--- src/rtl/ascii_case_sequencer_pkg.sv ---
// ----------------------------------------------------------------------------
// ascii_case_sequencer_pkg
//   Shared encodings for the ASCII case sequencer:
//     - conversion mode codes (pass / to-upper / to-lower / toggle)
//     - sequencer state codes (IDLE, RUN, FLUSH, DONE)
//     - ASCII letter range bounds and the upper/lower case offset
//     - small helpers that classify a character as an upper or lower letter
// ----------------------------------------------------------------------------
package ascii_case_sequencer_pkg;

    typedef logic [1:0] mode_t;
    typedef logic [1:0] state_t;

    localparam mode_t MODE_PASS   = 2'b00;
    localparam mode_t MODE_UPPER  = 2'b01;
    localparam mode_t MODE_LOWER  = 2'b10;
    localparam mode_t MODE_TOGGLE = 2'b11;

    localparam state_t ST_IDLE  = 2'd0;
    localparam state_t ST_RUN   = 2'd1;
    localparam state_t ST_FLUSH = 2'd2;
    localparam state_t ST_DONE  = 2'd3;

    localparam logic [7:0] UPPER_LO   = 8'h41;
    localparam logic [7:0] UPPER_HI   = 8'h5A;
    localparam logic [7:0] LOWER_LO   = 8'h61;
    localparam logic [7:0] LOWER_HI   = 8'h7A;
    localparam logic [7:0] CASE_DELTA = 8'h20;

    function automatic logic is_upper_f(input logic [7:0] c);
        return (c >= UPPER_LO) && (c <= UPPER_HI);
    endfunction

    function automatic logic is_lower_f(input logic [7:0] c);
        return (c >= LOWER_LO) && (c <= LOWER_HI);
    endfunction

endpackage

--- src/rtl/ascii_case_sequencer_case_map.sv ---
// ----------------------------------------------------------------------------
// ascii_case_sequencer_case_map
//   Purely combinational character mapper (the case_map stage).
//   Ports:
//     char_in  [7:0] in   ASCII character to convert
//     mode     [1:0] in   conversion mode (pass/upper/lower/toggle)
//     mapped   [7:0] out  converted character
//     changed        out  mapped differs from char_in
//     is_upper       out  mapped is an uppercase letter 0x41-0x5A
//   Non-letter codes pass through unchanged in every mode.
// ----------------------------------------------------------------------------
module ascii_case_sequencer_case_map
    import ascii_case_sequencer_pkg::*;
(
    input  logic [7:0] char_in,
    input  logic [1:0] mode,
    output logic [7:0] mapped,
    output logic       changed,
    output logic       is_upper
);

    logic in_upper;
    logic in_lower;

    assign in_upper = is_upper_f(char_in);
    assign in_lower = is_lower_f(char_in);

    always_comb begin
        mapped = char_in;
        case (mode)
            MODE_UPPER:  if (in_lower) mapped = char_in - CASE_DELTA;
            MODE_LOWER:  if (in_upper) mapped = char_in + CASE_DELTA;
            MODE_TOGGLE: begin
                if (in_lower)      mapped = char_in - CASE_DELTA;
                else if (in_upper) mapped = char_in + CASE_DELTA;
            end
            default:     mapped = char_in;
        endcase
    end

    assign changed  = (mapped != char_in);
    assign is_upper = is_upper_f(mapped);

endmodule

--- src/rtl/ascii_case_sequencer.sv ---
// ----------------------------------------------------------------------------
// ascii_case_sequencer
//   Streams one ASCII string per start request, converting letter case
//   through a single output register stage with valid/ready handshaking.
//   Ports:
//     clk, rst                 clock, synchronous active-high reset
//     start, mode[1:0]         begin a string (IDLE only), mode latched then
//     in_valid/in_data/in_last input character stream; in_ready = accept
//     out_valid/out_data/out_last/out_cap, out_ready   output stream
//     busy                     not IDLE
//     done                     one-cycle pulse when the string completes
//     trunc                    string ended by MAX_LEN rather than in_last
//     char_count, conv_count   accepted / changed characters (saturating)
// ----------------------------------------------------------------------------
module ascii_case_sequencer
    import ascii_case_sequencer_pkg::*;
#(
    parameter int MAX_LEN = 64,
    parameter int CNT_W   = 8
) (
    input  logic             clk,
    input  logic             rst,
    input  logic             start,
    input  logic [1:0]       mode,
    input  logic             in_valid,
    input  logic [7:0]       in_data,
    input  logic             in_last,
    output logic             in_ready,
    output logic             out_valid,
    output logic [7:0]       out_data,
    output logic             out_last,
    output logic             out_cap,
    input  logic             out_ready,
    output logic             busy,
    output logic             done,
    output logic             trunc,
    output logic [CNT_W-1:0] char_count,
    output logic [CNT_W-1:0] conv_count
);

    localparam logic [CNT_W:0] MAX_LEN_C = (CNT_W+1)'(MAX_LEN);

    state_t           state_q,      state_d;
    mode_t            mode_q,       mode_d;
    logic             out_valid_q,  out_valid_d;
    logic [7:0]       out_data_q,   out_data_d;
    logic             out_last_q,   out_last_d;
    logic             out_cap_q,    out_cap_d;
    logic             trunc_q,      trunc_d;
    logic [CNT_W-1:0] char_count_q, char_count_d;
    logic [CNT_W-1:0] conv_count_q, conv_count_d;

    logic [7:0]       mapped;
    logic             changed;
    logic             mapped_upper;
    logic             xfer;
    logic             hit_max;
    logic             last_char;
    logic [CNT_W:0]   count_plus1;

    ascii_case_sequencer_case_map u_case_map (
        .char_in  (in_data),
        .mode     (mode_q),
        .mapped   (mapped),
        .changed  (changed),
        .is_upper (mapped_upper)
    );

    assign in_ready    = (state_q == ST_RUN) && (!out_valid_q || out_ready);
    assign xfer        = in_valid && in_ready;
    // One extra bit so the comparison against MAX_LEN cannot wrap.
    assign count_plus1 = {1'b0, char_count_q} + {{CNT_W{1'b0}}, 1'b1};
    assign hit_max     = (count_plus1 == MAX_LEN_C);
    assign last_char   = in_last || hit_max;

    always_comb begin
        state_d      = state_q;
        mode_d       = mode_q;
        out_valid_d  = out_valid_q;
        out_data_d   = out_data_q;
        out_last_d   = out_last_q;
        out_cap_d    = out_cap_q;
        trunc_d      = trunc_q;
        char_count_d = char_count_q;
        conv_count_d = conv_count_q;

        case (state_q)
            ST_IDLE: begin
                if (start) begin
                    state_d      = ST_RUN;
                    mode_d       = mode;
                    char_count_d = '0;
                    conv_count_d = '0;
                    trunc_d      = 1'b0;
                end
            end
            ST_RUN:   if (xfer && last_char) state_d = ST_FLUSH;
            ST_FLUSH: if (out_valid_q && out_ready) state_d = ST_DONE;
            ST_DONE:  state_d = ST_IDLE;
            default:  state_d = ST_IDLE;
        endcase

        // xfer only happens in RUN, so it never collides with the IDLE clears.
        if (xfer) begin
            out_valid_d = 1'b1;
            out_data_d  = mapped;
            out_last_d  = last_char;
            out_cap_d   = mapped_upper;
            if (hit_max && !in_last) trunc_d = 1'b1;
            if (char_count_q != '1) char_count_d = char_count_q + 1'b1;
            if (changed && (conv_count_q != '1)) conv_count_d = conv_count_q + 1'b1;
        end else if (out_ready) begin
            out_valid_d = 1'b0;
        end
    end

    always_ff @(posedge clk) begin
        if (rst) begin
            state_q      <= ST_IDLE;
            mode_q       <= MODE_PASS;
            out_valid_q  <= 1'b0;
            out_data_q   <= '0;
            out_last_q   <= 1'b0;
            out_cap_q    <= 1'b0;
            trunc_q      <= 1'b0;
            char_count_q <= '0;
            conv_count_q <= '0;
        end else begin
            state_q      <= state_d;
            mode_q       <= mode_d;
            out_valid_q  <= out_valid_d;
            out_data_q   <= out_data_d;
            out_last_q   <= out_last_d;
            out_cap_q    <= out_cap_d;
            trunc_q      <= trunc_d;
            char_count_q <= char_count_d;
            conv_count_q <= conv_count_d;
        end
    end

    assign out_valid  = out_valid_q;
    assign out_data   = out_data_q;
    assign out_last   = out_last_q;
    assign out_cap    = out_cap_q;
    assign busy       = (state_q != ST_IDLE);
    assign done       = (state_q == ST_DONE);
    assign trunc      = trunc_q;
    assign char_count = char_count_q;
    assign conv_count = conv_count_q;

endmodule
--- config.mk ---
export PLATFORM = sky130hd
export DESIGN_NAME = ascii_case_sequencer
export DESIGN_NICKNAME = d
export VERILOG_FILES = /design/src/rtl/ascii_case_sequencer_pkg.sv /design/src/rtl/ascii_case_sequencer_case_map.sv /design/src/rtl/ascii_case_sequencer.sv
export SDC_FILE = /design/constraint.sdc
export NUM_CORES = 1
export LEC_CHECK = 0
export BUFFER_PORTS_ARGS = -buffer_cell sky130_fd_sc_hd__buf_2
export CAP_MARGIN = 30
export CORE_ASPECT_RATIO = 0.6
export CORE_UTILIZATION = 47
export CTS_CLUSTER_DIAMETER = 150
export DETAILED_ROUTE_END_ITERATION = 8
export PLACE_DENSITY_LB_ADDON = 0.08
export SYNTH_ARGS = -nofsm -noshare
export SYNTH_HDL_FRONTEND = slang
export SYNTH_HIERARCHICAL = 1
export SYNTH_SLANG_ARGS = --single-unit
--- constraint.sdc ---
create_clock -name clk -period 2 [get_ports clk]
set_input_delay 0.3 -clock clk [delete_from_list [all_inputs] [get_ports clk]]
set_output_delay 0.3 -clock clk [all_outputs]
set_load 0.05 [all_outputs]
* Yosys cells after proc, flatten, opt, wreduce, memory -nomap -nowiden
Cells that the tools add are included.
Word-level totals: register bits after elaboration 32, word-level logic and storage cells 73, output and inout port bits 31
Operators by class: order comparisons 6, reductions and logical operators 18, mux-type cells 22, add/subtract/negate cells 5, eq/ne operators 13
Operator list (number):
- two-way mux 8 bit | 11
- >= comparator 8 x 7 -> 1 bit (second input constant) | 3
- less-or-equal comparator 8 x 7 -> 1 bit (second input constant) | 3
- case mux 8 bit (3 select lines) | 1
- adder 8 x 1 -> 8 bit (second input constant) | 2
- != test 8 bit (second input constant) | 2
- adder 8 x 1 -> 9 bit (second input constant) | 1
- == test 9 x 7 -> 1 bit (second input constant) | 1
- logical AND 1 bit | 9
- adder 8 x 6 -> 8 bit (second input constant) | 1
- == test 2 bit (second input constant) | 4
- != test 8 bit | 1
- case mux 2 bit (4 select lines) | 1
- subtractor 8 x 6 -> 8 bit (second input constant) | 1
- two-way mux 1 bit | 6
- two-way mux 2 bit | 3
- == test 2 x 1 -> 1 bit (second input constant) | 2
- != test 2 bit (second input constant) | 2
- nonzero test 2 bit | 2
- AND reduction 3 bit | 1
- logical NOT 1 bit | 2
- logical NOT 2 bit | 1
- logical OR 1 bit | 2
- != test 2 x 1 -> 1 bit (second input constant) | 1
- AND reduction 2 bit | 1

* Longest topological paths before layout
depth after elaboration 9, mapped depth 9, gate-level depth less buffers 8

* Hierarchy
The synthesis kept the hierarchy.
Modules (own cells, without submodules):
- ascii_case_sequencer | sequential area each 640.6 µm², area each 1627.8 µm², times used 1, cells an instance 207
- ascii_case_sequencer_case_map | sequential area each 0.0 µm², area each 206.4 µm², times used 1, cells an instance 30

* Worst setup path after synthesis
No wires, ideal clock.
path type register -> register, start point reg char_count_q[0], in the netlist char_count[0], end point reg state_q[0], required time 1.928 ns, path slack -0.353 ns, period minus slack after synthesis 2.353 ns, arrival time 2.281 ns, buffers on the path 0, stages on the path, launching flop included 7, path through dfxtp_1 > ha_1 > nand3_1 > o22a_1 > or4_4 > a31oi_4 > mux2i_1
Between the ends: cells in the longest elaborated chain, start to end 6
RTL lines:
- start: declaration | RTL line ascii_case_sequencer.sv:50 | logic [CNT_W-1:0] char_count_q, char_count_d;
- start signal: assignment | RTL line ascii_case_sequencer.sv:136 | char_count_q <= char_count_d;
- adder 8 x 1 -> 9 bit | RTL line ascii_case_sequencer.sv:72 | assign count_plus1 = {1'b0, char_count_q} + {{CNT_W{1'b0}}, 1'b1};
- == test 9 x 7 -> 1 bit | RTL line ascii_case_sequencer.sv:73 | assign hit_max = (count_plus1 == MAX_LEN_C);
- logical OR 1 bit | RTL line ascii_case_sequencer.sv:74 | assign last_char = in_last || hit_max;
- logical AND 1 bit | RTL line ascii_case_sequencer.sv:97 | ST_RUN: if (xfer && last_char) state_d = ST_FLUSH;
- != test 2 x 1 -> 1 bit (no line)
- AND reduction 3 bit (no line)
- end signal: assignment | RTL line ascii_case_sequencer.sv:129 | state_q <= state_d;
- end: declaration | RTL line ascii_case_sequencer.sv:43 | state_t state_q, state_d;
Every way passes these cells. A chain may end at the register's enable or synchronous reset.

* Worst setup path after layout
start point reg char_count_q[1], in the netlist char_count[1], end point reg state_q[1]
Same word-level chain as after synthesis.

==> impl_metrics.ini <==
[placement]
place_hpwl_um = 3198
gp_congestion = 0.8485
post-place-ws_ps = -18.55
portBuffers = 46
post-place-cells = 342

[timing]
fin_tns_setup_ps = 0
fin_crit_ps = 1933
hold_violations = 0
max_slew_margin = 0.7323
whs_ps = 257.3
timing.final.crit_share = 0.9663
maxSlewViolCount = 0
fin_skew_ps = 2.796
layout_setup_ws_ps = 67.33
fmax_mhz = 517.4
finalSetupViolations = 0
tightest_slew_ps = 397.3

[setup_path]
end_kind = flip-flop
startpoint_type = flip-flop
setup.worst_path.end = state_q[1]
critPathKind = reg2reg
r2r_setup_slack_ps = 70
worstRegToRegCells = 7
worstPathMaxFanout = 4
critPathLaunch = char_count[1]
worstPathArrival_ps = 2150
reg2reg_from = char_count[1]
reg2reg_to = state_q[1]
required_ps = 2210

[detailed_routing]
dr_total_vias = 1841
vias_per_cell = 5.245
drc = 0
wl_per_cell_um = 12.99
wl_um = 4559
drt-initial-drc-count = 103
drt_first_pass_iters = 4
ant_nets = 0

[floorplan]
num_rows = 17
core_area_mm2 = 0.003701
die_area_mm2 = 0.004165
die_h_um = 50.39
ioPinCount = 47
die_width_um = 82.65
initial_core_util = 0.4956

[logic_synthesis]
synthesis.instances = 237
synth_flop_cell = dfxtp_1
synth_area_leaders = dfxtp_1 (35%), a21oi_1 (8.7%), nand2_1 (8.0%), ha_1 (6.8%), nor2_1 (4.9%)
syn-cell-area_mm2 = 0.001834
seq_area_frac_synth = 0.3492
synth_cell_types = 44
synth_top_family_by_area = simple AND/OR/NAND/NOR gates
synth_edf_count = 0
muxShareOfSynthArea = 0.02251
synth_top_cell_by_area = dfxtp_1
async_flop_share = 0
yosys.area_share.xor_xnor = 0.009550
synth_compound_area_frac = 0.2060
synth_area_per_cell_um2 = 7.739
synth-adder-area-share = 0.06821
synth_seq_cells = 32
synthSimpleGateAreaFrac = 0.2763
syn-num-nets = 263
yosys_warnings = 6
synthDominantCellAreaShare = 0.3492

[cells_and_area]
drive_gt1_frac = 0.3355
syn2layout_area_growth_pct = 28.31
diodes = 0
stdcell_count = 351
nets = 329

[global_routing]
grt_pass1_vias = 1547
grt_max_degree = 23
grt.total_usage = 0.2307
grt.overflow.total = 0
grt_pass1_wl_um = 7148
antenna_found_initial = 0

[outcome]
status = complete, no violations

[power_and_ir_drop]
peakVddDrop_uv = 648.2
power_density_mw_per_mm2 = 859.1
leakage_nw = 1.051

[clock_tree]
insertion_delay_ps = 280
cts_tree = built
cts_buffers = 5
clkSinkCount = 32
cts_buffer_depth = 2
cts_root_buffer = clkbuf_8
clk_pin_slew_ps = 60
htree_levels = 2

[run]
maxCapViolCount = 0

[min_path]
hp-class = in2reg
[worst max-delay path, cell delays in order (launching register included)]
cell	delay, ps
dfxtp_4	370
ha_4	150
and2_2	140
a21oi_1	60
o22a_1	200
or4_4	570
a31oi_4	180
mux2i_1	190
[state kept, by name, summed over array words and instances, names as in the netlist]
name and flops:
char_count 8, conv_count 8, mode_q 2, out_cap 1
out_data 8, out_last 1, out_valid 1, state_q 2
trunc 1
[Yosys cell counts (2+ instances only)]
cell type   n
nand2_1    39
a21oi_1    32
dfxtp_1    32
nor2_1     24
ha_1       10
nand3_1    10
inv_1       9
o21ai_0     8
clkbuf_1    7
buf_4       5
nor3_1      5
and2_1      4
nand3b_1    4
a21o_1      3
a31oi_1     3
and2_2      3
and3_1      3
mux2i_1     3
nand2b_1    3
a211oi_1    2
clkbuf_8    2
nand4_1     2
o22a_1      2
or3_1       2
[worst min-delay path by stage]
stage / start / to / slack [ps] / cells past startpoint
after detailed placement: out_data[4] / out_data[4] / 450 / 2
after floorplan: mode[0] / mode_q[0] / 440 / 2
final: mode[0] / mode_q[0] / 260 / 3
after global routing: mode[0] / mode_q[0] / 250 / 3
after global placement: out_data[2] / out_data[2] / 440 / 2
after CTS: mode[0] / mode_q[0] / 260 / 3
[layout by cell type (no fill, tap or decap), drive strengths merged, types with 2 or more instances in the layout]
cell    count
a211oi      2
a21o        3
a21oi      32
a31oi       4
and2        7
and3        3
buf        73
clkbuf      7
dfxtp      32
ha         10
inv         9
mux2i       3
nand2      39
nand2b      4
nand3      10
nand3b      4
nand4       2
nor2       24
nor3        5
o21ai       9
o22a        2
or3         4
or4         2
[power by group]
part / leakage [nW] / internal, W / switching, W
combinational: 0.747 / 0.000287 / 0.000528
clock: 0.0399 / 0.000242 / 0.000230
sequential: 0.264 / 0.000693 / 0.0000419
total: 1.05 / 0.00122 / 0.000799
[metrics by stage]
stage          total power (W)  utilization  area [um2]
2_1_floorplan         0.001314            -        1853
3_3_place_gp          0.001552       0.6068        2246
3_5_place_dp          0.001558       0.6068        2246
4_1_cts               0.002032       0.6285        2326
5_1_grt               0.002158       0.6359        2354
6_report              0.002022       0.6359        2354
[layer usage]
| metal | wire (um) | share of wire | up-vias | GRT usage |
|---|---|---|---|---|
| li1 | - | - | 955 | - |
| met1 | 2458 | 0.54 | 830 | 0.3400 |
| met2 | 1847 | 0.41 | 54 | 0.3238 |
| met3 | 235 | 0.052 | 2 | 0.06000 |
| met4 | 17 | 0.0037 | 0 | 0.06897 |
| met5 | 0 | 0 | - | 0 |
[final cells by class]
| class | count | area (um2) |
|---|---|---|
| clock buffers | 7 | 76.32 |
| fillers | 352 | 1348 |
| clock inverters | 1 | 3.754 |
| inverters | 9 | 33.78 |
| well taps | 47 | 58.81 |
| flip-flops and latches | 32 | 656.9 |
| repair buffers | 73 | 432.9 |
| multi-input cells | 182 | 1091 |
[repair_timing]
action	4_1_cts	5_1_grt
resized for setup	0	4
buffers inserted	0	1
endpoints found under the hold margin	0	0
hold buffers	0	0
setup endpoints to repair	0	7
[logic make-up after synthesis]
family / count (synthesis)
mux: 4
fa+ha+maj: 10
xor+xnor: 2
buf+inv: 23
flops: 32
compound gates: 61
simple gates: 105
(Power assumes the default switching activity.)
